==> src/rtl/ysyx_25020047_mem_arbiter_pkg.sv <==
// Shared types and constants for the IFU/LSU memory arbiter.
package ysyx_25020047_mem_arbiter_pkg;

  localparam int DEF_ADDR_W = 32;
  localparam int DEF_DATA_W = 32;

  // Owner encoding used by grant_ls and the picker.
  localparam logic GRANT_IFU = 1'b0;
  localparam logic GRANT_LSU = 1'b1;

  typedef enum logic [1:0] {
    ST_IDLE  = 2'd0,
    ST_ISSUE = 2'd1,
    ST_WAIT  = 2'd2
  } arb_state_e;

endpackage

==> src/rtl/ysyx_25020047_arb_pick.sv <==
// Combinational winner selection between IFU and LSU.
// Macro YSYX_25020047_ARB_RR_EN: round-robin with a last-winner flop;
// otherwise fixed LSU priority and no state at all.
module ysyx_25020047_arb_pick
  import ysyx_25020047_mem_arbiter_pkg::*;
(
`ifdef YSYX_25020047_ARB_RR_EN
  input  logic clk,
  input  logic rst,
  input  logic accept,
`endif
  input  logic if_valid,
  input  logic ls_valid,
  output logic pick_ls,
  output logic any_valid
);

  assign any_valid = if_valid | ls_valid;

`ifdef YSYX_25020047_ARB_RR_EN
  logic r_last_ls;

  // On contention the side that lost last time wins; otherwise whoever is valid.
  always_comb begin
    pick_ls = ls_valid ? GRANT_LSU : GRANT_IFU;
    if (if_valid && ls_valid)
      pick_ls = ~r_last_ls;
  end

  // Remember the winner of every accepted request; reset favours IFU next.
  always_ff @(posedge clk or posedge rst) begin
    if (rst)
      r_last_ls <= GRANT_LSU;
    else if (accept)
      r_last_ls <= pick_ls;
  end
`else
  // Fixed priority: LSU always beats IFU.
  always_comb begin
    pick_ls = ls_valid ? GRANT_LSU : GRANT_IFU;
  end
`endif

endmodule

==> src/rtl/ysyx_25020047_mem_arbiter.sv <==
// Two-master (IFU read-only, LSU read/write) to single-memory arbiter.
// One transaction outstanding: IDLE (accept) -> ISSUE (hold request) -> WAIT (response).
// Macro YSYX_25020047_ARB_RR_EN selects round-robin arbitration (see arb_pick).
module ysyx_25020047_mem_arbiter
  import ysyx_25020047_mem_arbiter_pkg::*;
#(
  parameter int ADDR_W = DEF_ADDR_W,
  parameter int DATA_W = DEF_DATA_W
) (
  input  logic                clk,
  input  logic                rst,
  // IFU
  input  logic                if_req_valid,
  output logic                if_req_ready,
  input  logic [ADDR_W-1:0]   if_addr,
  output logic                if_resp_valid,
  output logic [DATA_W-1:0]   if_rdata,
  // LSU
  input  logic                ls_req_valid,
  output logic                ls_req_ready,
  input  logic [ADDR_W-1:0]   ls_addr,
  input  logic                ls_wen,
  input  logic [DATA_W-1:0]   ls_wdata,
  input  logic [DATA_W/8-1:0] ls_wmask,
  output logic                ls_resp_valid,
  output logic [DATA_W-1:0]   ls_rdata,
  // memory
  output logic                mem_req_valid,
  input  logic                mem_req_ready,
  output logic [ADDR_W-1:0]   mem_addr,
  output logic                mem_wen,
  output logic [DATA_W-1:0]   mem_wdata,
  output logic [DATA_W/8-1:0] mem_wmask,
  input  logic                mem_resp_valid,
  input  logic [DATA_W-1:0]   mem_rdata,
  // trace
  output logic                grant_ls
);

  arb_state_e          r_state, w_state_nxt;
  logic                r_grant_ls;
  logic [ADDR_W-1:0]   r_addr;
  logic                r_wen;
  logic [DATA_W-1:0]   r_wdata;
  logic [DATA_W/8-1:0] r_wmask;

  logic w_pick_ls, w_any, w_accept;

  // Ready must stay low while reset is asserted even if a requester is valid.
  assign w_accept = (r_state == ST_IDLE) && w_any && !rst;

  ysyx_25020047_arb_pick u_pick (
`ifdef YSYX_25020047_ARB_RR_EN
    .clk       (clk),
    .rst       (rst),
    .accept    (w_accept),
`endif
    .if_valid  (if_req_valid),
    .ls_valid  (ls_req_valid),
    .pick_ls   (w_pick_ls),
    .any_valid (w_any)
  );

  // FSM state register.
  always_ff @(posedge clk or posedge rst) begin
    if (rst) r_state <= ST_IDLE;
    else     r_state <= w_state_nxt;
  end

  // Next state plus all handshake/response outputs.
  always_comb begin
    w_state_nxt   = r_state;
    if_req_ready  = 1'b0;
    ls_req_ready  = 1'b0;
    mem_req_valid = 1'b0;
    if_resp_valid = 1'b0;
    ls_resp_valid = 1'b0;
    if_rdata      = '0;
    ls_rdata      = '0;
    case (r_state)
      ST_IDLE: begin
        if (w_accept) begin
          if_req_ready = (w_pick_ls == GRANT_IFU);
          ls_req_ready = (w_pick_ls == GRANT_LSU);
          w_state_nxt  = ST_ISSUE;
        end
      end
      ST_ISSUE: begin
        mem_req_valid = 1'b1;
        if (mem_req_ready) w_state_nxt = ST_WAIT;
      end
      ST_WAIT: begin
        // Response is forwarded in the same cycle; no new accept until IDLE.
        if (mem_resp_valid) begin
          if (r_grant_ls == GRANT_LSU) begin
            ls_resp_valid = 1'b1;
            ls_rdata      = mem_rdata;
          end else begin
            if_resp_valid = 1'b1;
            if_rdata      = mem_rdata;
          end
          w_state_nxt = ST_IDLE;
        end
      end
      default: w_state_nxt = ST_IDLE;
    endcase
  end

  // Latch the winner's request fields on accept; IFU requests are always reads.
  always_ff @(posedge clk or posedge rst) begin
    if (rst) begin
      r_grant_ls <= GRANT_IFU;
      r_addr     <= '0;
      r_wen      <= 1'b0;
      r_wdata    <= '0;
      r_wmask    <= '0;
    end else if (w_accept) begin
      r_grant_ls <= w_pick_ls;
      if (w_pick_ls == GRANT_LSU) begin
        r_addr  <= ls_addr;
        r_wen   <= ls_wen;
        r_wdata <= ls_wdata;
        r_wmask <= ls_wmask;
      end else begin
        r_addr  <= if_addr;
        r_wen   <= 1'b0;
        r_wdata <= '0;
        r_wmask <= '0;
      end
    end
  end

  assign mem_addr  = r_addr;
  assign mem_wen   = r_wen;
  assign mem_wdata = r_wdata;
  assign mem_wmask = r_wmask;
  assign grant_ls  = r_grant_ls;

endmodule

==> config.mk <==
export PLATFORM = sky130hd
export DESIGN_NAME = ysyx_25020047_mem_arbiter
export DESIGN_NICKNAME = d
export VERILOG_FILES = /design/src/rtl/ysyx_25020047_mem_arbiter_pkg.sv /design/src/rtl/ysyx_25020047_arb_pick.sv /design/src/rtl/ysyx_25020047_mem_arbiter.sv
export SDC_FILE = /design/constraint.sdc
export NUM_CORES = 1
export LEC_CHECK = 0
export ABC_AREA = 0
export CORE_ASPECT_RATIO = 0.75
export CORE_MARGIN = 4
export CORE_UTILIZATION = 32
export CTS_BUF_LIST = sky130_fd_sc_hd__clkbuf_8 sky130_fd_sc_hd__clkbuf_16
export DETAILED_ROUTE_END_ITERATION = 10
export PLACE_DENSITY = 0.83
export SYNTH_ARGS = -nofsm -noshare
export SYNTH_HDL_FRONTEND = slang
export SYNTH_HIERARCHICAL = 1
export SYNTH_SLANG_ARGS = --single-unit
==> constraint.sdc <==
create_clock -name clk -period 2.2 [get_ports clk]
set_input_delay 0.33 -clock clk [delete_from_list [all_inputs] [get_ports clk]]
set_output_delay 0.33 -clock clk [all_outputs]
set_load 0.02 [all_outputs]
==> flow_summary.toml <==
[timing]
final-setup-viol-count = 0
maxSlewViolCount = 0
max_freq_ghz = 0.474
period_minus_slack_ps = 2110
rsz0062_at_grt = "no"
finalCritPeriodShare_pct = 95.9
slew-limit-headroom_pct = 48.0
hold_viol_final = 0
finalSetupTns_ps = 0
clock-skew-final_ps = 5.41
worst_slew_pin_slew_ps = 780

[drt]
antenna_left = 0
first_iter_violations = 118
route.vias.total = 3387
remaining_drc_errors = 0
routedWlPerCell_um = 16.4
route.detailed.vias_per_inst = 4.27
drtPass1Iterations = 4
detailed_route_wire_length_um = 13000

[synth]
ys.flop_type = "sky130_fd_sc_hd__dfrtp_1"
post-synth-top-count-cell = "sky130_fd_sc_hd__dfrtp_1"
cells_taking_the_most_area_after_synthesis = "sky130_fd_sc_hd__dfrtp_1, sky130_fd_sc_hd__mux2_4, sky130_fd_sc_hd__and2_1, sky130_fd_sc_hd__mux2_2, sky130_fd_sc_hd__mux2i_1"
syn_inst = 347
synth.lib_cells_used.distinct = 19
per_instance_average_area_after_synthesis_um2 = 11.5
synthesis.area_um2 = 3990
synth_top_cells_by_count = "sky130_fd_sc_hd__dfrtp_1, sky130_fd_sc_hd__and2_1, sky130_fd_sc_hd__inv_1, sky130_fd_sc_hd__mux2i_1, sky130_fd_sc_hd__nand2_1"
synth_seq_area_share_pct = 45.2
ys_seq_elements = 72
netlist.top_cell.by_area = "sky130_fd_sc_hd__dfrtp_1"
postSynthNetCount = 486
ys_async_sr_fraction_pct = 100
ys_warn_count = 6
synth.top_cell.area_share_pct = 45.2
synth-edff-count = 0

[floorplanning]
initial_core_util_pct = 32.6
boundaryPins = 278
fp-row-count = 35
dieHeight_um = 105
core_region_area_um2 = 12200
die_area_um2 = 14300
die_x_um = 137

[power]
power.density_nw_per_um2 = 1130
switching_fraction_of_total_power_pct = 34.5
internal_power_uw = 5340
p_leak_uw = 0.00343
clkPwrFrac_pct = 21.1
combPwrFrac_pct = 49.9
p_seq_share_pct = 29.0
power.net_switching_uw = 2810
max-vdd-ir-drop_mv = 0.619

[clock_tree]
tritoncts.num_buffers = 9
clkLatencyLatePin_ps = 330
cts.sinks = 72
cts-root-to-sink-buffers = 2
clkTransAtPathRegs_ps = 60
cts_root_buf = "sky130_fd_sc_hd__clkbuf_16"
cts_htree_levels = 3
cts_tree = "done"
post_cts_buffers = 0

[global_route]
grt_first_pass_wirelength_um = 19800
gr-usage-all-layers_pct = 17.5
first_global_vias = 3681
grt.overflow.total = 0
grt_max_degree = 72
antenna_found_initial = 0

[flow_run]
drv.max_cap_violation_count = 0

[setup_path]
critPathLaunchType = "register"
cp-end-kind = "output port"
slowest_delay_ps = 430
worstPathMaxFanout = 33
critical_path_top_delay_cell = "sky130_fd_sc_hd__dfrtp_1"
worst_path_buf_inv = 2
cpLargestDelayFamily = "simple AND/OR/NAND/NOR gates"
cell_by_cell_listing_of_the_critical_path = "and4bb_2, buf_12, and2_1, dlygate4sd2_1"
required_ps = 1870
worst-endpoint-arrival_ps = 1780
worstSetupPathType = "register to output port"

[run_status]
outcome = "completed"

[placement]
detailed_place_hpwl_um = 10000
dpl-instance-area_um2 = 6900
weighted_congestion_at_the_end_of_routability_driven_global_placement = 0.898
buffer_ports.inserted = 277

[layout]
area.growth.synth_to_final_pct = 80.8
num-nets-final = 761
final_area_um2 = 7210
final_layout_size_suffix_gt1_share_pct = 15.3
antenna_cells_inserted = 0

[worst_hold_path]
min_path_type = "primary input to asynchronous set/reset pin"
area by class of cell:
class                      instances  area (um2)
fill                            1001        5010
timing repair buffer             287        2850
multi-input combinational        213        1850
sequential                        72        1800
clock buffer                      11         253
tap                              166         208
inverter                          39         146
clock inverter                     5         103
routing by layer:
metal	global-route usage [%]	vias up	share of wire, %
li1	-	1649	-
met1	23.4	1596	44
met2	28.3	128	48
met3	4.38	14	7.5
met4	4.13	0	1.2
met5	0	-	0
worst reg2reg max path, stage by stage (launching register included):
cell and delay, ps:
sky130_fd_sc_hd__dfrtp_1 430, sky130_fd_sc_hd__nor4b_4 310, sky130_fd_sc_hd__buf_4 210, sky130_fd_sc_hd__buf_12 250, sky130_fd_sc_hd__mux2_2 400
final timing paths:
check	from	endpoint	slack [ps]	cells after the start
min	rst	mem_addr[28]$_DFFE_PP0P_	450	2
max reg2reg	r_state[1]$_DFFE_PP0P_	mem_addr[29]$_DFFE_PP0P_	490	4
min in group clk	mem_addr[11]$_DFFE_PP0P_	mem_addr[11]$_DFFE_PP0P_	510	1
max in group asynchronous	rst	r_state[0]$_DFFE_PP0P_	1230	3
max	r_state[0]$_DFFE_PP0P_	if_rdata[30]	90	4
min reg2reg	mem_addr[11]$_DFFE_PP0P_	mem_addr[11]$_DFFE_PP0P_	510	1
through the flow:
step	util, %	cells	setup WS (ps)	power (uW)	hold slack (ps)
after global placement	56.5	776	-116	6390	493
after floorplan	-	347	45.1	4480	447
after CTS	59.0	793	58.8	8260	446
after global routing	59.0	793	4.70	8570	493
after detailed placement	56.5	776	-164	6480	496
final	59.0	793	89.7	8150	446
registers in the layout, summed over array words and instances, names as in the netlist:
| name | flops |
|---|---|
| grant_ls | 1 |
| mem_addr | 32 |
| mem_wdata | 32 |
| mem_wen | 1 |
| mem_wmask | 4 |
| r_state | 2 |
layout by cell type (no fill, tap or decap), types with 5 or more instances in the layout:
master / instances
sky130_fd_sc_hd__nand2_1: 37
sky130_fd_sc_hd__and2_1: 65
sky130_fd_sc_hd__dfrtp_1: 72
sky130_fd_sc_hd__mux2i_1: 37
sky130_fd_sc_hd__clkbuf_16: 9
sky130_fd_sc_hd__inv_1: 38
sky130_fd_sc_hd__dlygate4sd2_1: 67
sky130_fd_sc_hd__mux2_2: 35
sky130_fd_sc_hd__buf_4: 5
sky130_fd_sc_hd__mux2_4: 30
sky130_fd_sc_hd__clkdlybuf4s50_1: 208
kinds of logic (layout without fill, tap and decap cells):
kind of cell    Yosys count  after routing  share of synthesized area (%)
compound gates            2              2                          0.376
buf+inv                  62            342                           8.72
flops                    72             72                           45.2
mux                     102            102                           30.5
simple gates            109            109                           15.3
repair_timing:
action	4_1_cts	5_1_grt
setup endpoints to repair	68	0
gates resized for setup	68	0
hold buffers	0	0
power by group through the flow:
stage | Combinational (uW) | Clock [uW] | Sequential, uW
floorplan | 1380 | 0 | 3110
global placement | 4050 | 0 | 2340
detailed placement | 4110 | 0 | 2360
CTS | 4120 | 1760 | 2370
global route | 4300 | 1810 | 2450
finish | 4070 | 1720 | 2360
No activity file was read; power rests on OpenSTA's default activity.
